## src/rtl/cam_pkg.sv

```systemverilog
`default_nettype none
// ============================================================================
//  Module      : cam_pkg
//  Description : Shared definitions for the OV7670-style stream generator:
//                FSM state encoding, RGB332 / RGB565 field widths and the
//                RGB332 -> RGB565 expansion function.
//  Contents    : cam_state_t         - stream generator FSM states
//                c_*_w               - colour field widths
//                expand_332_to_565() - returns {byte0, byte1} of a pixel
//  Revision    : 1.0 - initial release
// ============================================================================
package cam_pkg;

    typedef enum logic [2:0] {
        IDLE   = 3'd0,
        VSYNC  = 3'd1,
        VBP    = 3'd2,
        ACTIVE = 3'd3,
        HBLANK = 3'd4,
        VFP    = 3'd5
    } cam_state_t;

    localparam int c_r332_w = 3;
    localparam int c_g332_w = 3;
    localparam int c_b332_w = 2;
    localparam int c_r565_w = 5;
    localparam int c_g565_w = 6;
    localparam int c_b565_w = 5;

    // Widening replicates the most significant bits into the new low bits,
    // so full-scale stays full-scale and zero stays zero.
    function automatic logic [15:0] expand_332_to_565(input logic [7:0] pix);
        logic [c_r332_w-1:0] r;
        logic [c_g332_w-1:0] g;
        logic [c_b332_w-1:0] b;
        logic [c_r565_w-1:0] r5;
        logic [c_g565_w-1:0] g6;
        logic [c_b565_w-1:0] b5;
        r  = pix[7:5];
        g  = pix[4:2];
        b  = pix[1:0];
        r5 = {r, r[2:1]};
        g6 = {g, g};
        b5 = {b, b, b[1]};
        return {r5, g6, b5};
    endfunction

endpackage
`default_nettype wire

```

## src/rtl/rgb332_to_565.sv

```systemverilog
`default_nettype none
// ============================================================================
//  Module      : rgb332_to_565
//  Description : Combinational RGB332 -> RGB565 expansion, split into the two
//                camera bytes in transmit order.
//  Ports       : i_pix    [7:0] - RGB332 pixel {R[2:0],G[2:0],B[1:0]}
//                o_byte0  [7:0] - {R5, G6[5:3]}  (sent first)
//                o_byte1  [7:0] - {G6[2:0], B5}  (sent second)
//  Revision    : 1.0 - initial release
// ============================================================================
module rgb332_to_565
    import cam_pkg::*;
(
    input  logic [7:0] i_pix,
    output logic [7:0] o_byte0,
    output logic [7:0] o_byte1
);

    assign {o_byte0, o_byte1} = expand_332_to_565(i_pix);

endmodule
`default_nettype wire

```

## src/rtl/ov7670_stream_gen.sv

```systemverilog
`default_nettype none
// ============================================================================
//  Module      : ov7670_stream_gen
//  Description : Synthetic OV7670-style camera. Reads RGB332 pixels from a
//                frame buffer (1-clock read latency) and emits an RGB565 byte
//                stream framed by vsync/href, two bytes per pixel.
//  Ports       : pclk        - clock, all outputs change on its rising edge
//                in_reset    - synchronous active-high reset
//                enable      - start / keep repeating frames
//                rd_addr     - frame-buffer read address (linear per frame)
//                rd_en       - read strobe, one clock before each byte 0
//                rd_data     - RGB332 pixel, valid the clock after rd_en
//                vsync, href - frame / line framing
//                data_out    - camera byte, 0 whenever href is low
//                frame_done  - pulse on the last clock of each frame
//                busy        - high whenever the FSM is not idle
//  Revision    : 1.0 - initial release
// ============================================================================
module ov7670_stream_gen
    import cam_pkg::*;
#(
    parameter int H_ACTIVE    = 160,
    parameter int V_ACTIVE    = 120,
    parameter int H_BLANK     = 16,
    parameter int VSYNC_LINES = 3,
    parameter int VBP_LINES   = 2,
    parameter int VFP_LINES   = 2,
    parameter int AW          = 15
) (
    input  logic          pclk,
    input  logic          in_reset,
    input  logic          enable,
    output logic [AW-1:0] rd_addr,
    output logic          rd_en,
    input  logic [7:0]    rd_data,
    output logic          vsync,
    output logic          href,
    output logic [7:0]    data_out,
    output logic          frame_done,
    output logic          busy
);

    localparam int c_line_len  = 2 * H_ACTIVE + H_BLANK;
    localparam int c_col_w     = $clog2(c_line_len);
    localparam int c_max_ab    = (V_ACTIVE > VSYNC_LINES) ? V_ACTIVE : VSYNC_LINES;
    localparam int c_max_cd    = (VBP_LINES > VFP_LINES) ? VBP_LINES : VFP_LINES;
    localparam int c_max_lines = (c_max_ab > c_max_cd) ? c_max_ab : c_max_cd;
    localparam int c_line_w    = $clog2(c_max_lines + 1);

    localparam logic [c_col_w-1:0]  c_col_last     = c_col_w'(c_line_len - 1);
    localparam logic [c_col_w-1:0]  c_col_act_last = c_col_w'(2 * H_ACTIVE - 1);
    localparam logic [c_line_w-1:0] c_vs_last      = c_line_w'(VSYNC_LINES - 1);
    localparam logic [c_line_w-1:0] c_vbp_last     = c_line_w'(VBP_LINES - 1);
    localparam logic [c_line_w-1:0] c_vfp_last     = c_line_w'(VFP_LINES - 1);
    localparam logic [c_line_w-1:0] c_act_last     = c_line_w'(V_ACTIVE - 1);

    cam_state_t          r_state;
    cam_state_t          w_state_nxt;
    logic [c_col_w-1:0]  r_col;
    logic [c_col_w-1:0]  w_col_nxt;
    logic [c_line_w-1:0] r_line;
    logic [c_line_w-1:0] w_line_nxt;
    logic [c_line_w-1:0] w_seg_last;
    logic [AW-1:0]       r_addr;
    logic [7:0]          r_pix;
    logic [7:0]          w_pix_sel;
    logic [7:0]          w_byte0;
    logic [7:0]          w_byte1;
    logic                r_bsel;
    logic                w_col_end;
    logic                w_seg_end;
    logic                w_rd_en;

    // ------------------------------------------------------------------
    // State, counters, address and pixel registers
    // ------------------------------------------------------------------
    always_ff @(posedge pclk) begin
        if (in_reset) begin
            r_state <= IDLE;
            r_col   <= '0;
            r_line  <= '0;
            r_bsel  <= 1'b0;
            r_addr  <= '0;
            r_pix   <= '0;
        end else begin
            r_state <= w_state_nxt;
            r_col   <= w_col_nxt;
            r_line  <= w_line_nxt;
            // Byte select is 0 on the first ACTIVE clock of every line.
            r_bsel  <= (r_state == ACTIVE) ? ~r_bsel : 1'b0;
            if ((w_state_nxt == VSYNC) && (r_state != VSYNC)) begin
                r_addr <= '0;
            end else if (w_rd_en) begin
                r_addr <= r_addr + 1'b1;
            end
            if ((r_state == ACTIVE) && !r_bsel) begin
                r_pix <= rd_data;
            end
        end
    end

    // ------------------------------------------------------------------
    // Next-state, counter and read-strobe logic
    // ------------------------------------------------------------------
    always_comb begin
        w_col_end = (r_col == c_col_last);
        case (r_state)
            VSYNC:          w_seg_last = c_vs_last;
            VBP:            w_seg_last = c_vbp_last;
            ACTIVE, HBLANK: w_seg_last = c_act_last;
            VFP:            w_seg_last = c_vfp_last;
            default:        w_seg_last = '0;
        endcase
        w_seg_end = w_col_end && (r_line == w_seg_last);

        w_state_nxt = r_state;
        w_col_nxt   = r_col + 1'b1;
        w_line_nxt  = r_line;
        w_rd_en     = 1'b0;

        case (r_state)
            IDLE: begin
                w_col_nxt  = '0;
                w_line_nxt = '0;
                if (enable) begin
                    w_state_nxt = VSYNC;
                end
            end
            VSYNC, VBP, VFP: begin
                if (w_col_end) begin
                    w_col_nxt = '0;
                    if (w_seg_end) begin
                        w_line_nxt = '0;
                    end else begin
                        w_line_nxt = r_line + 1'b1;
                    end
                end
                if (w_seg_end) begin
                    if (r_state == VSYNC) begin
                        w_state_nxt = VBP;
                    end else if (r_state == VBP) begin
                        w_state_nxt = ACTIVE;
                        w_rd_en     = 1'b1;   // prefetch pixel 0
                    end else begin
                        w_state_nxt = enable ? VSYNC : IDLE;
                    end
                end
            end
            ACTIVE: begin
                // Fetch the next pixel during byte 1 of the current one,
                // except after the last pixel of the line.
                w_rd_en = r_bsel && (r_col != c_col_act_last);
                if (r_col == c_col_act_last) begin
                    w_state_nxt = HBLANK;
                end
            end
            HBLANK: begin
                // Column keeps counting through the blanking so w_col_end
                // marks the end of the whole line period.
                if (w_col_end) begin
                    w_col_nxt = '0;
                    if (w_seg_end) begin
                        w_line_nxt  = '0;
                        w_state_nxt = VFP;
                    end else begin
                        w_line_nxt  = r_line + 1'b1;
                        w_state_nxt = ACTIVE;
                        w_rd_en     = 1'b1;
                    end
                end
            end
            default: begin
                w_state_nxt = IDLE;
                w_col_nxt   = '0;
                w_line_nxt  = '0;
            end
        endcase
    end

    // ------------------------------------------------------------------
    // Pixel path. Byte 0 coincides with the clock in which the RAM presents
    // the pixel, so it is taken straight from rd_data; byte 1 uses the copy
    // captured at the end of that clock.
    // ------------------------------------------------------------------
    assign w_pix_sel = r_bsel ? r_pix : rd_data;

    rgb332_to_565 u_cvt (
        .i_pix   (w_pix_sel),
        .o_byte0 (w_byte0),
        .o_byte1 (w_byte1)
    );

    assign rd_addr    = r_addr;
    assign rd_en      = w_rd_en;
    assign vsync      = (r_state == VSYNC);
    assign href       = (r_state == ACTIVE);
    assign busy       = (r_state != IDLE);
    assign frame_done = (r_state == VFP) && w_seg_end;
    assign data_out   = href ? (r_bsel ? w_byte1 : w_byte0) : 8'h00;

endmodule
`default_nettype wire
```

## config.mk

```make
export PLATFORM = sky130hd
export DESIGN_NAME = ov7670_stream_gen
export DESIGN_NICKNAME = d
export VERILOG_FILES = /design/src/rtl/cam_pkg.sv /design/src/rtl/rgb332_to_565.sv /design/src/rtl/ov7670_stream_gen.sv
export SDC_FILE = /design/constraint.sdc
export NUM_CORES = 1
export LEC_CHECK = 0
export ABC_AREA = 1
export CAP_MARGIN = 40
export CELL_PAD_IN_SITES_DETAIL_PLACEMENT = 0
export CELL_PAD_IN_SITES_GLOBAL_PLACEMENT = 1
export CORE_UTILIZATION = 35
export CTS_BUF_LIST = sky130_fd_sc_hd__clkbuf_8 sky130_fd_sc_hd__clkbuf_16
export DETAILED_ROUTE_END_ITERATION = 16
export GPL_TIMING_DRIVEN = 0
export PLACE_DENSITY_LB_ADDON = 0.1
export SLEW_MARGIN = 10
export SYNTH_ARGS = -nofsm -noshare
export SYNTH_HDL_FRONTEND = slang
export SYNTH_HIERARCHICAL = 1
export SYNTH_SLANG_ARGS = --single-unit
```

## constraint.sdc

```tcl
create_clock -name pclk -period 1.9 [get_ports pclk]
set_input_delay 0.285 -clock pclk [delete_from_list [all_inputs] [get_ports pclk]]
set_output_delay 0.285 -clock pclk [all_outputs]
set_load 0.03 [all_outputs]
```

==> reports/metrics.csv <==
stage,metric,value,unit
cts,clock_latency,300,ps
critical_path,required,1620,ps
layout,final_area,3761,µm²
cts,holdBufCountCts,0,
pwr,p_per_area,451.4,nW/µm²
global_routing,grt_use_total,0.1742,
layout,layout-drive-gt1-share,0.2699,
min_path,hold_path.class,flip-flop to flip-flop,
floorplan,io_pins,39,
sta,hold_viol,0,
sta,worstMarginPinSlew,497.0,ps
placed_design,dpl_cell_area,3273,µm²
routing,drt-total-wl,6689,µm
placed_design,pre_cts_ws,-901.2,ps
placed_design,port_buffers,38,
cts,numCtsBuffers,5,
cts,cts_max_path_buffers,2,
global_routing,gr-total-overflow,0,
routing,drtIter0Drc,82,
yosys,syn_nets,430,
critical_path,crit_path_end_kind,primary output,
yosys,netlist_area,2731,µm²
layout,final_net_count,493,
placed_design,placedCellCount,551,
cts,path_clk_slew,90,ps
global_routing,use_met3,0.02189,
layout,instances_no_fill,577,
pwr,p_leak,1.585,nW
global_routing,grt_busiest_layer,met2,
global_routing,grt_pass1_wl,11720,µm
floorplan,start_util,0.3687,
yosys,syn_area_per_cell,6.598,µm²
critical_path,startpoint_type,flip-flop,
global_routing,grt_pass1_vias,2511,
yosys,syn_inst,414,
routing,ant_nets,0,
cts,cts_tree,done,
status,status,"complete, but fails checks",
layout,utilization,0.5077,
yosys,synth_cell_types,32,
floorplan,die-area,8161,µm²
cts,htreeDepth,2,
floorplan,die_w,90.34,µm
routing,vias_per_cell,4.600,
layout,area_growth_syn_to_layout,37.70,%
sta,rsz0062_at_grt,true,
sta,fin_ws,-393.7,ps
sta,relSlewSlack,0.6656,
floorplan,core,7408,µm²
pwr,ir_drop,234.6,µV
sta,fin_crit,2294,ps
layout,antenna_cells,0,
sta,period_share,1.207,
sta,setup_violations,25,
critical_path,cp.arrival,2010,ps
yosys,yosysSeqAreaShare,0.3152,
cts,clock-sinks,43,
routing,drc,0,
global_routing,met2_usage,0.3028,
critical_path,path_class,flip-flop to primary output,
placed_design,gp_congestion,0.8521,
critical_path,worstPathMaxFanout,5,
status,violations,setup timing,
sta,fmax,436.0,MHz
placed_design,dp_hpwl,4730,µm
cts,root_buffer,clkbuf_8,
routing,vias,2654,
yosys,synth_warnings,6,
global_routing,antenna_found_initial,0,
routing,first_pass_iters,4,
global_routing,grtUsageMet1,0.2232,
sta,fin_setup_tns,-5937,ps
floorplan,die_h,90.34,µm
sta,slew_viol_final,0,
global_routing,grt_max_degree,14,
floorplan,fp-row-count,31,
routing,wl_per_cell,11.59,µm
yosys,synth-seq-cells,43,
job,cap_violations,0,
sta,skew,3.751,ps
==> metrics by stage <==
stage	power, mW	hold WS, ps
floorplan	1.029	347.2
global placement	1.079	427.8
detailed placement	1.079	444.5
CTS	1.709	464.5
global route	1.784	465.2
finish	1.698	444.2
==> synth_stat cells <==
library cell  number  area [µm²]
o21ai_1            7       35.03
o21ai_2            4       35.03
nand4_1            2       12.51
nand3_1           33       165.2
o22ai_1            4       25.02
nor2_2             2       12.51
o31ai_1            1       7.510
o211ai_2           1       12.51
ha_1               5       62.56
nand3_4            1       17.52
buf_6              3       33.78
nand3b_1           2       15.01
o21ai_0           25       125.1
inv_2             15       56.30
nor2_1            48       180.2
xnor2_1            3       26.28
nand2_1           89       334.1
clkinv_1           3       11.26
nand3_2            2       20.02
buf_4             17       127.6
nor3b_1            1       7.510
nor3_1             9       45.04
a21oi_2            1       8.760
dfxtp_1           43       860.8
a21oi_1            2       10.01
nand2_2            7       43.79
inv_1             54       202.7
xor2_1            19       166.4
nor4_1             4       25.02
nor2_4             1       11.26
clkbuf_1           5       18.77
xor2_2             1       16.27
==> layout make-up <==
| class | count | area [µm²] |
|---|---|---|
| inverter | 72 | 279.0 |
| clock buffer | 5 | 68.82 |
| fill | 765 | 3647 |
| sequential | 43 | 875.8 |
| buffer | 23 | 196.4 |
| clock inverter | 3 | 16.27 |
| timing repair buffer | 58 | 608.1 |
| multi-input combinational | 274 | 1593 |
| tap | 99 | 123.9 |
==> cell usage in the layout (no fill, tap or decap), types with 4 or more instances in the layout <==
cell             instances
buf_6                    9
nand2_1                 83
dfxtp_1                 37
nor4_1                   4
nor2_1                  44
clkbuf_8                 5
nor3_1                   8
inv_1                   54
o22ai_1                  4
nor2_2                   4
inv_2                   15
o21ai_0                 17
o21ai_1                  5
buf_4                   32
nand2_2                 11
xor2_1                  19
clkdlybuf4s50_1         25
o21ai_2                 12
nand3_1                 30
==> metal layers <==
layer / wire [µm] / part of all wire
met5: 0 / 0
met4: 89 / 0.013
met3: 203 / 0.030
met2: 3264 / 0.49
met1: 3133 / 0.47
==> state kept, by name (all words and copies together), names as in the netlist <==
register / flops
r_bsel: 1
r_line: 7
rd_addr: 15
r_state: 3
r_col: 9
r_pix: 8
==> path summary, 6_finish.rpt <==
| kind | from | end | slack (ps) | depth (start not counted) |
|---|---|---|---|---|
| max | r_state[1] | rd_en | -390 | 10 |
| min | r_col[0] | r_col[0] | 440 | 1 |
| max reg2reg | r_state[1] | rd_addr[5] | -360 | 16 |
| min reg2reg | r_col[0] | r_col[0] | 440 | 1 |
==> worst max-delay path: stages, from the launching register on <==
cell      delay (ps)
dfxtp_4          410
inv_4             60
ha_4             290
nand2_4           60
nand3_1           80
nand2_2           70
nor2_4           160
nand3_4          110
o211ai_4         200
buf_6            140
buf_6            120
==> cell families (layout without fill, tap and decap cells) <==
group                    count (synthesis)  after routing  synth area share
AND/OR/NAND/NOR                        201            201            0.3257
buffers and inverters                   97            161            0.1649
adder cells (fa/ha/maj)                  5              5           0.02290
XOR/XNOR                                23             23           0.07650
flip-flops                              43             43            0.3152
AO/OA/AOI/OAI                           45             45           0.09482
==> repair_timing <==
item / CTS / global route
endpoints found under the setup margin: 42 / 43
cloned: 3 / 0
pin swaps: 9 / 9
gates resized for setup: 93 / 42
buffers inserted: 14 / 4
==> report_power, final <==
group | switching (mW) | internal (mW) | leakage, nW | total (mW)
registers | 0.00650 | 0.901 | 0.350 | 0.908
logic | 0.0967 | 0.107 | 1.19 | 0.204
clock network | 0.334 | 0.252 | 0.0453 | 0.586
No activity file was read; power rests on OpenSTA's default activity.
